<file path="config.mk">
export PLATFORM = sky130hd
export DESIGN_NAME = alu_sched_flat
export DESIGN_NICKNAME = d
export VERILOG_FILES = /design/src/rtl/alu_pkg.sv /design/src/rtl/alu_sched_if.sv /design/src/rtl/alu_sched_rr_arbiter.sv /design/src/rtl/alu_sched.sv /design/src/flat_wrapper.sv
export SDC_FILE = /design/constraint.sdc
export NUM_CORES = 1
export LEC_CHECK = 0
export ABC_AREA = 1
export CAP_MARGIN = 5
export CORE_AREA = 4 4 166 168
export DETAILED_ROUTE_END_ITERATION = 6
export DIE_AREA = 0 0 170 172
export PLACE_DENSITY = 0.71
export SETUP_SLACK_MARGIN = 0.15
export SYNTH_ARGS = -nofsm -noshare
export SYNTH_HDL_FRONTEND = slang
export SYNTH_SLANG_ARGS = --single-unit
</file>
<file path="constraint.sdc">
create_clock -name clk -period 3 [get_ports clk]
set_input_delay 0.6 -clock clk [delete_from_list [all_inputs] [get_ports clk]]
set_output_delay 0.6 -clock clk [all_outputs]
set_load 0.05 [all_outputs]
</file>
<file path="src/rtl/alu_pkg.sv">
// Shared opcode constants, scheduler state type and operand payload for the
// ALU issue scheduler.
package alu_pkg;

   localparam int unsigned OPC_W  = 5;
   localparam int unsigned DATA_W = 32;

   localparam logic [OPC_W-1:0] OP_AND  = 5'd8;
   localparam logic [OPC_W-1:0] OP_OR   = 5'd9;
   localparam logic [OPC_W-1:0] OP_XOR  = 5'd10;
   localparam logic [OPC_W-1:0] OP_NAND = 5'd11;
   localparam logic [OPC_W-1:0] OP_NOR  = 5'd12;
   localparam logic [OPC_W-1:0] OP_XNOR = 5'd13;

   localparam logic [OPC_W-1:0] OP_LEGAL_LO = OP_AND;
   localparam logic [OPC_W-1:0] OP_LEGAL_HI = OP_XNOR;

   localparam int unsigned ALU_LAT_DEFAULT = 2;

   typedef enum logic [1:0] {
      IDLE,
      EXEC,
      RESP
   } sched_state_t;

   typedef struct packed {
      logic [OPC_W-1:0]  opcode;
      logic [DATA_W-1:0] a;
      logic [DATA_W-1:0] b;
   } alu_op_t;

   function automatic logic op_legal(input logic [OPC_W-1:0] op);
      return (op >= OP_LEGAL_LO) && (op <= OP_LEGAL_HI);
   endfunction

endpackage

</file>
<file path="src/rtl/alu_sched_if.sv">
// Request, ALU-side and response signals of the ALU issue scheduler.
interface alu_sched_if
   import alu_pkg::*;
#(
   parameter int unsigned NREQ = 4,
   parameter int unsigned IDW  = (NREQ > 1) ? $clog2(NREQ) : 1
);

   logic [NREQ-1:0]        req_valid;
   logic [NREQ-1:0]        req_ready;
   logic [NREQ*OPC_W-1:0]  req_opcode;
   logic [NREQ*DATA_W-1:0] req_a;
   logic [NREQ*DATA_W-1:0] req_b;

   logic [OPC_W-1:0]       alu_opcode;
   logic [DATA_W-1:0]      alu_a;
   logic [DATA_W-1:0]      alu_b;
   logic                   alu_enable;
   logic [DATA_W-1:0]      alu_out;

   logic                   rsp_valid;
   logic                   rsp_ready;
   logic [IDW-1:0]         rsp_id;
   logic [DATA_W-1:0]      rsp_data;
   logic                   rsp_err;

   // Environment side: requesters, ALU instance and response consumer.
   modport master (
      output req_valid, req_opcode, req_a, req_b, alu_out, rsp_ready,
      input  req_ready, alu_opcode, alu_a, alu_b, alu_enable,
             rsp_valid, rsp_id, rsp_data, rsp_err
   );

   // Scheduler side.
   modport slave (
      input  req_valid, req_opcode, req_a, req_b, alu_out, rsp_ready,
      output req_ready, alu_opcode, alu_a, alu_b, alu_enable,
             rsp_valid, rsp_id, rsp_data, rsp_err
   );

endinterface

</file>
<file path="src/rtl/alu_sched_rr_arbiter.sv">
// Combinational round-robin arbiter: grants the first asserted request at or
// after ptr, wrapping from NREQ-1 back to 0.
module rr_arbiter #(
   parameter int unsigned NREQ = 4,
   parameter int unsigned IDW  = (NREQ > 1) ? $clog2(NREQ) : 1
) (
   input  logic [NREQ-1:0] req,
   input  logic [IDW-1:0]  ptr,
   input  logic            en,
   output logic [NREQ-1:0] gnt,
   output logic [IDW-1:0]  gnt_id
);

   logic [IDW-1:0] idx;
   logic           found;

   always_comb begin
      gnt    = '0;
      gnt_id = '0;
      idx    = '0;
      found  = 1'b0;
      for (int unsigned k = 0; k < NREQ; k++) begin
         idx = IDW'((32'(ptr) + k) % NREQ);
         if (en && !found && req[idx]) begin
            found      = 1'b1;
            gnt[idx]   = 1'b1;
            gnt_id     = idx;
         end
      end
   end

endmodule

</file>
<file path="src/rtl/alu_sched.sv">
// Single-issue ALU scheduler: round-robin request arbitration, opcode check,
// fixed-latency ALU drive and tagged valid/ready response.
module alu_sched
   import alu_pkg::*;
#(
   parameter int unsigned NREQ    = 4,
   parameter int unsigned ALU_LAT = ALU_LAT_DEFAULT
) (
   input  logic       clk,
   input  logic       rst,
   alu_sched_if.slave bus,
   output logic       busy
);

   localparam int unsigned IDW   = (NREQ > 1) ? $clog2(NREQ) : 1;
   localparam int unsigned CNT_W = (ALU_LAT > 1) ? $clog2(ALU_LAT) : 1;

   sched_state_t      state_q, state_d;
   logic [IDW-1:0]    rr_q, rr_d;
   logic [IDW-1:0]    id_q, id_d;
   logic [CNT_W-1:0]  cnt_q, cnt_d;
   alu_op_t           op_q, op_d;
   logic [DATA_W-1:0] data_q, data_d;
   logic              err_q, err_d;
   logic              rsp_valid_q, rsp_valid_d;
   logic              alu_en_q, alu_en_d;
   logic              busy_q, busy_d;

   logic [NREQ-1:0]   gnt;
   logic [IDW-1:0]    gnt_id;
   alu_op_t           req_sel;

   rr_arbiter #(.NREQ(NREQ), .IDW(IDW)) u_arb (
      .req    (bus.req_valid),
      .ptr    (rr_q),
      .en     (state_q == IDLE),
      .gnt    (gnt),
      .gnt_id (gnt_id)
   );

   assign req_sel.opcode = bus.req_opcode[int'(gnt_id)*OPC_W +: OPC_W];
   assign req_sel.a      = bus.req_a[int'(gnt_id)*DATA_W +: DATA_W];
   assign req_sel.b      = bus.req_b[int'(gnt_id)*DATA_W +: DATA_W];

   // Next state, latency counter, operand and response registers.
   always_comb begin
      state_d     = state_q;
      rr_d        = rr_q;
      id_d        = id_q;
      cnt_d       = cnt_q;
      op_d        = op_q;
      data_d      = data_q;
      err_d       = err_q;
      rsp_valid_d = rsp_valid_q;
      alu_en_d    = alu_en_q;
      busy_d      = busy_q;
      unique case (state_q)
         IDLE: begin
            if (|gnt) begin
               id_d   = gnt_id;
               rr_d   = (32'(gnt_id) == NREQ - 1) ? '0 : gnt_id + 1'b1;
               busy_d = 1'b1;
               if (op_legal(req_sel.opcode)) begin
                  op_d     = req_sel;
                  cnt_d    = CNT_W'(ALU_LAT - 1);
                  alu_en_d = 1'b1;
                  state_d  = EXEC;
               end else begin
                  data_d      = '0;
                  err_d       = 1'b1;
                  rsp_valid_d = 1'b1;
                  state_d     = RESP;
               end
            end
         end
         EXEC: begin
            if (cnt_q == '0) begin
               data_d      = bus.alu_out;
               err_d       = 1'b0;
               alu_en_d    = 1'b0;
               rsp_valid_d = 1'b1;
               state_d     = RESP;
            end else begin
               cnt_d = cnt_q - 1'b1;
            end
         end
         RESP: begin
            if (bus.rsp_ready) begin
               rsp_valid_d = 1'b0;
               busy_d      = 1'b0;
               state_d     = IDLE;
            end
         end
         default: begin
            rsp_valid_d = 1'b0;
            alu_en_d    = 1'b0;
            busy_d      = 1'b0;
            state_d     = IDLE;
         end
      endcase
   end

   always_ff @(posedge clk) begin
      if (rst) begin
         state_q     <= IDLE;
         rr_q        <= '0;
         id_q        <= '0;
         cnt_q       <= '0;
         op_q        <= '0;
         data_q      <= '0;
         err_q       <= 1'b0;
         rsp_valid_q <= 1'b0;
         alu_en_q    <= 1'b0;
         busy_q      <= 1'b0;
      end else begin
         state_q     <= state_d;
         rr_q        <= rr_d;
         id_q        <= id_d;
         cnt_q       <= cnt_d;
         op_q        <= op_d;
         data_q      <= data_d;
         err_q       <= err_d;
         rsp_valid_q <= rsp_valid_d;
         alu_en_q    <= alu_en_d;
         busy_q      <= busy_d;
      end
   end

   assign bus.req_ready  = gnt;
   assign bus.alu_opcode = op_q.opcode;
   assign bus.alu_a      = op_q.a;
   assign bus.alu_b      = op_q.b;
   assign bus.alu_enable = alu_en_q;
   assign bus.rsp_valid  = rsp_valid_q;
   assign bus.rsp_id     = id_q;
   assign bus.rsp_data   = data_q;
   assign bus.rsp_err    = err_q;
   assign busy           = busy_q;

endmodule

</file>
<file path="src/flat_wrapper.sv">
// flat-port wrapper written by rule: the top's interface ports become plain ports
module alu_sched_flat import alu_pkg::*;
#(
   parameter int unsigned NREQ    = 4,
   parameter int unsigned ALU_LAT = ALU_LAT_DEFAULT
)
  (clk, rst, busy, bus_req_valid, bus_req_opcode, bus_req_a, bus_req_b, bus_alu_out, bus_rsp_ready, bus_req_ready, bus_alu_opcode, bus_alu_a, bus_alu_b, bus_alu_enable, bus_rsp_valid, bus_rsp_id, bus_rsp_data, bus_rsp_err);
  alu_sched_if #(.NREQ(NREQ)) bus_i ();
  input  logic clk;
  input  logic rst;
  output logic busy;
  input wire logic [$bits(bus_i.req_valid)-1:0] bus_req_valid;
  input wire logic [$bits(bus_i.req_opcode)-1:0] bus_req_opcode;
  input wire logic [$bits(bus_i.req_a)-1:0] bus_req_a;
  input wire logic [$bits(bus_i.req_b)-1:0] bus_req_b;
  input wire logic [$bits(bus_i.alu_out)-1:0] bus_alu_out;
  input wire logic [$bits(bus_i.rsp_ready)-1:0] bus_rsp_ready;
  output wire logic [$bits(bus_i.req_ready)-1:0] bus_req_ready;
  output wire logic [$bits(bus_i.alu_opcode)-1:0] bus_alu_opcode;
  output wire logic [$bits(bus_i.alu_a)-1:0] bus_alu_a;
  output wire logic [$bits(bus_i.alu_b)-1:0] bus_alu_b;
  output wire logic [$bits(bus_i.alu_enable)-1:0] bus_alu_enable;
  output wire logic [$bits(bus_i.rsp_valid)-1:0] bus_rsp_valid;
  output wire logic [$bits(bus_i.rsp_id)-1:0] bus_rsp_id;
  output wire logic [$bits(bus_i.rsp_data)-1:0] bus_rsp_data;
  output wire logic [$bits(bus_i.rsp_err)-1:0] bus_rsp_err;
  assign bus_i.req_valid = bus_req_valid;
  assign bus_i.req_opcode = bus_req_opcode;
  assign bus_i.req_a = bus_req_a;
  assign bus_i.req_b = bus_req_b;
  assign bus_i.alu_out = bus_alu_out;
  assign bus_i.rsp_ready = bus_rsp_ready;
  assign bus_req_ready = bus_i.req_ready;
  assign bus_alu_opcode = bus_i.alu_opcode;
  assign bus_alu_a = bus_i.alu_a;
  assign bus_alu_b = bus_i.alu_b;
  assign bus_alu_enable = bus_i.alu_enable;
  assign bus_rsp_valid = bus_i.rsp_valid;
  assign bus_rsp_id = bus_i.rsp_id;
  assign bus_rsp_data = bus_i.rsp_data;
  assign bus_rsp_err = bus_i.rsp_err;
  alu_sched #(.NREQ(NREQ), .ALU_LAT(ALU_LAT)) u_core (.clk(clk), .rst(rst), .bus(bus_i), .busy(busy));
endmodule
</file>
# [Yosys cells after proc, flatten, opt, wreduce, memory -nomap -nowiden]
# Cells that the tools add are included.
# Widths: inputs -> output; s select.
[classes] bitwise_logic=5 magnitude_cmp=10 mul=1 eq_ne=8 n_addsub=5 reduce_logical=26 shift=3 muxes=51
[op_table] cell="$shiftx 128x8->32" count=2
[op_table] cell="$mux 32" count=3
[op_table] cell="$pmux 32 s2" count=1
[op_table] cell="$mux 1" count=20
[op_table] cell="$shiftx 20x6->5" count=1
[op_table] cell="$mux 2" count=9
[op_table] cell="$mux 4" count=4
[op_table] cell="$logic_and 1x1->1" count=12
[op_table] cell="$lt 2x3->1 const B" count=4
[op_table] cell="$or 4x4->4" count=3
[op_table] cell="$reduce_and 3->1" count=4
[op_table] cell="$reduce_and 4->1" count=3
[op_table] cell="$pmux 1 s3" count=3
[op_table] cell="$bmux 1 s2" count=4
[op_table] cell="$demux 1 s2" count=4
[op_table] cell="$ge 2x1->1 const B" count=4
[op_table] cell="$ne 2x2->1 const B" count=3
[op_table] cell="$pmux 2 s3" count=1
[op_table] cell="$ge 5x4->1 const B" count=1
[op_table] cell="$le 5x4->1 const B" count=1
[op_table] cell="$mul 2x3->5 const B" count=1
[op_table] cell="$add 2x1->2 const B" count=2
[op_table] cell="$add 2x2->2 const B" count=2
[op_table] cell="$eq 2x2->1 const B" count=2
[op_table] cell="10 further kinds" count=15
[word_totals] in_bits=315 elab_cells=121 out_inout_bits=111 regBits=112

# [Logic depth before layout (Yosys ltp)]
[logic_depth] depth_word=23 mapped_depth=21 ltp_nobuf=19

# [Hierarchy]
# A second synthesis with hierarchy kept.
[hier_totals] hier_cells=1065 hier_area_um2=6602.6
[by_module_without_submodules] mod="alu_sched" area_per_inst_um2=6097.1 cells_each=983 seq_area_each_um2=2242.2 n_inst=1
[by_module_without_submodules] mod="rr_arbiter" area_per_inst_um2=505.5 cells_each=82 seq_area_each_um2=0.0 n_inst=1

# [Worst setup path after synthesis]
# Ideal clock, no wire load.
[synth_path] path_type="register to register" start="register u_core.rr_q[0]" end="register u_core.op_q (netlist bit u_core.bus.alu_b[10])" slack_ns=-0.068 setup_time_ns=0.071 required_ns=2.929 path_stages_with_launch=16 synth_period_minus_slack_ns=3.068 arrival_ns=2.997 path_buffers=1 cell_sequence="dfxtp_1 inv_2 ha_1 inv_1 nand3_1 nand2_2 nand3_4 nor2_1 nand2_1 nand4_1 nor2_1 nand2_1 nand3_4 clkbuf_1 nand2_1 a21oi_2"
[synth_between] word_cells_on_any_way=63 classes_between="add/sub: 3; mul: 1; order compare: 10; shift: 2; mux: 27; bitwise: 3; reduce/logical: 17"
[synth_rtl] element="from (decl)" line="alu_sched.sv:19" rtl="logic [IDW-1:0] rr_q, rr_d;"
[synth_rtl] element="from (signal assigned)" line="alu_sched.sv:117" rtl="rr_q <= rr_d;"
[synth_rtl] element="parallel branches: the longest is 15 deep, another holds $lt 2x3->1"
[synth_rtl] element="$mux 4 (*)" line="alu_sched_rr_arbiter.sv:24" rtl="if (en && !found && req[idx]) begin"
[synth_rtl] element="via bus_req_ready[1]" line="flat_wrapper.sv:18" rtl="output wire logic [$bits(bus_i.req_ready)-1:0] bus_req_ready;"
[synth_rtl] element="$reduce_or 4->1 (*)" line="alu_sched.sv:59" rtl="if (|gnt) begin"
[synth_rtl] element="$reduce_and 3->1 (no source line) (*)"
[synth_rtl] element="to (signal assigned)" line="alu_sched.sv:120" rtl="op_q <= op_d;"
[synth_rtl] element="to (decl)" line="alu_sched.sv:22" rtl="alu_op_t op_q, op_d;"
# Mark *: on every way through the listed nets, which the timed path passes. The select of a mux whose other input is x is not followed.
# A chain may end at the register's enable or synchronous reset.

# [Worst setup path in the final report]
[layout_path] start="input port bus_req_valid[0]" end="output port bus_req_ready[3]"
[layout_between] elab_chain_len=16 word_cells_on_any_way=28 classes_between="mux: 15; bitwise: 3; reduce/logical: 10"
[layout_rtl] element="from (decl)" line="flat_wrapper.sv:12" rtl="input wire logic [$bits(bus_i.req_valid)-1:0] bus_req_valid;"
[layout_rtl] element="$bmux 1 s2" line="alu_sched_rr_arbiter.sv:24"
[layout_rtl] element="$mux 1 (implied by the code)" line="alu_sched_rr_arbiter.sv:24"
[layout_rtl] element="$logic_and 1x1->1" line="alu_sched_rr_arbiter.sv:24"
[layout_rtl] element="$mux 1" line="alu_sched_rr_arbiter.sv:24"
[layout_rtl] element="$logic_not 1->1" line="alu_sched_rr_arbiter.sv:24"
[layout_rtl] element="$logic_and 1x1->1 (2 in series)" line="alu_sched_rr_arbiter.sv:24"
[layout_rtl] element="$mux 1" line="alu_sched_rr_arbiter.sv:24"
[layout_rtl] element="$logic_not 1->1" line="alu_sched_rr_arbiter.sv:24"
[layout_rtl] element="$logic_and 1x1->1 (2 in series)" line="alu_sched_rr_arbiter.sv:24"
[layout_rtl] element="$mux 1" line="alu_sched_rr_arbiter.sv:24"
[layout_rtl] element="$logic_not 1->1" line="alu_sched_rr_arbiter.sv:24"
[layout_rtl] element="$logic_and 1x1->1 (2 in series)" line="alu_sched_rr_arbiter.sv:24"
[layout_rtl] element="$mux 4 (*)" line="alu_sched_rr_arbiter.sv:24"
[layout_rtl] element="to (decl)" line="flat_wrapper.sv:18"
# Every way passes the cells marked *; elsewhere a longest branch is shown, timed or not. The select of a mux whose other input is x is not followed.

==> results_dict.tcl <==
set metrics [dict create \
    hold_violations 0 \
    syn_to_final_growth_pct 84.0 \
    async_flop_share_pct 0 \
    port_buffers 425 \
    ys_top_cells_by_count "nor2_1, nand2_1, o21ai_0, dfxtp_1, o22ai_1" \
    drtAntennaViolNets 0 \
    synth_edf_count 0 \
    synth_area_um2 6660 \
    drc_errors 0 \
    grt_pass1_wl_um 45900 \
    clk_latency_ns 0.36 \
    num_rows 59 \
    clk_pin_slew_ns 0.08 \
    whs_ns 0.449 \
    root_buffer "clkbuf_16" \
    wl_per_cell_um 17.5 \
    clock_path_buffers 2 \
    vias 8719 \
    met1_usage_pct 23.5 \
    grt_most_used_layer "met2" \
    critical_path_arrival_ns 2.18 \
    wl_um 31800 \
    start_util_pct 25.7 \
    maxCapViolCount 0 \
    final_nets 1800 \
    die_h_um 172 \
    grt_pass1_vias 8400 \
    slew_viol_final 0 \
    status "complete, no violations" \
    rsz0062_at_grt "true" \
    p_per_area_nw_per_um2 1450 \
    die_area_um2 29200 \
    post-place-ws_ns -0.186 \
    worstPathMaxFanout 5 \
    synth_flop_cell "dfxtp_1" \
    syn_inst 1050 \
    numCtsBuffers 9 \
    vias_per_cell 4.79 \
    end_kind "output pin" \
    clock_sinks 112 \
    met3_usage_pct 5.67 \
    ys_warn_count 0 \
    synth_cell_types 32 \
    hold_class "reg -> reg" \
    multiInputGateArea_um2 3920 \
    fin_crit_ns 2.78 \
    antenna_found_initial 6 \
    register_area_um2 2250 \
    gp_congestion 0.916 \
    setup_viol 0 \
    syn-num-nets 1371 \
    finalCritPeriodShare_pct 92.6 \
    drt_iter0_drc 540 \
    gr-usage-met2_pct 35.1 \
    fmax_mhz 360 \
    grtUsageTotal_pct 19.8 \
    ir_worst_vdd_mv 0.703 \
    slew_headroom_pct 29.7 \
    setup_slack_ns 0.221 \
    criticalPathCategory "in -> out" \
    fill_cells 2590 \
    cts_tree "yes" \
    dp_hpwl_um 24300 \
    core_um2 25900 \
    crit_required_ns 2.40 \
    io_pins 426 \
    post-synth-top-count-cell "nor2_1" \
    p_leak_nw 4.75 \
    final.setup.tns_ns 0 \
    fp.dieW_um 170 \
    synth_area_per_cell_um2 6.34 \
    firstDrtPassIters 5 \
    fin_worst_skew_ns 0.0129 \
    grt_max_degree 77 \
    ys_seq_elements 112 \
    p_total_w 0.0178 \
    start_kind "input port" \
    yosys.area.top_type "dfxtp_1" \
    htreeDepth 3 \
    seq_area_frac_synth_pct 33.7 \
    synth_top_area_share_pct 33.7 \
    overflow 0 \
    yosys-top-cells-area "dfxtp_1, nor2_1, o21ai_0" \
    tightest_slew_ns 1.05 \
    final_util_pct 47.3 \
    layout-drive-gt1-share_pct 11.9 \
]
per-layer routing:
metal  share of wire, %  wire length [um]
met1                 40             12600
met2                 50             15900
met3                8.4              2680
met4                1.9               621
met5               0.17                54
power breakdown:
part	internal (W)	switching [W]	leakage (nW)
clock	0.000629	0.000610	0.140
sequential	0.00217	0.000354	0.916
combinational	0.00536	0.00868	3.69
total	0.00815	0.00964	4.75
final cells by class:
class,count,share of cell area (%)
inverters,59,2.05
repair buffers,496,41.7
diodes,2,0.0408
multi-input cells,801,32.0
well taps,335,3.42
flip-flops and latches,112,18.4
clock buffers,11,2.07
clock inverters,5,0.357
cell families (layout without fill, tap and decap cells):
| logic type | Yosys count | in the layout | synth area share (%) |
|---|---|---|---|
| other | 0 | 2 | 0 |
| AO/OA/AOI/OAI | 313 | 313 | 26.1 |
| buffers and inverters | 137 | 571 | 8.90 |
| adder cells (fa/ha/maj) | 6 | 6 | 1.13 |
| flip-flops | 112 | 112 | 33.7 |
| AND/OR/NAND/NOR | 482 | 482 | 30.2 |
cell usage in the layout, fill, tap and decap left out, types with 2 or more instances in the layout:
cell type and instances:
inv_6 2, diode_2 2, o21ai_0 162, nand3_2 4
nor2_1 230, nand2_1 170, clkinvlp_4 2, a21oi_1 57
inv_1 51, buf_12 18, clkdlybuf4s50_1 417, inv_8 2
buf_6 3, nand4_1 4, nor2_2 5, dlymetal6s2s_1 3
nand2_4 5, nand3_1 22, nor2_4 3, o21ai_1 4
buf_4 50, nand3_4 4, nand3b_1 3, o22ai_1 64
ha_1 5, nand2_2 31, inv_4 4, dfxtp_1 110
a21oi_2 21, dfxtp_4 2, clkbuf_16 14
worst paths after layout:
path                            startpoint                       end  slack (ns)  depth (start not counted)
hold / removal    u_core.bus.alu_opcode[4]  u_core.bus.alu_opcode[4]        0.45                          2
setup / recovery          bus_req_valid[0]          bus_req_ready[3]        0.22                         11
setup reg to reg            u_core.rr_q[0]      u_core.bus.alu_b[16]        0.30                         18
hold reg to reg   u_core.bus.alu_opcode[4]  u_core.bus.alu_opcode[4]        0.45                          2
repair_timing:
action | CTS | global route
gates resized for setup | 1 | 36
setup buffers | 0 | 11
hold buffers | 0 | 0
gates cloned | 0 | 4
setup endpoints to repair | 2 | 111
pin swaps | 0 | 13
flip-flops by register name, indices dropped and copies added, names as in the netlist, 2 cells and up:
signal,count
u_core.bus.rsp_data,32
u_core.bus.alu_opcode,5
u_core.bus.rsp_id,2
u_core.bus.alu_a,32
u_core.rr_q,2
u_core.bus.alu_b,32
u_core.state_q,2
stage by stage:
| step | std cells | instance area [um^2] |
|---|---|---|
| 2_1_floorplan | 1050 | 6690 |
| 3_3_place_gp | 1788 | 11600 |
| 3_5_place_dp | 1788 | 11600 |
| 4_1_cts | 1804 | 11900 |
| 5_1_grt | 1821 | 12300 |
| 6_report | 1821 | 12300 |
critical path, cell delays in order:
cell	delay, ns
clkdlybuf4s50_1	0.42
nand2_1	0.09
nand3_1	0.09
nand2_2	0.14
nand3_4	0.12
nor2_4	0.18
buf_6	0.12
nand2_1	0.04
nand4_1	0.11
buf_4	0.14
buf_12	0.13
Note: power is estimated with default switching activity, not from simulation.
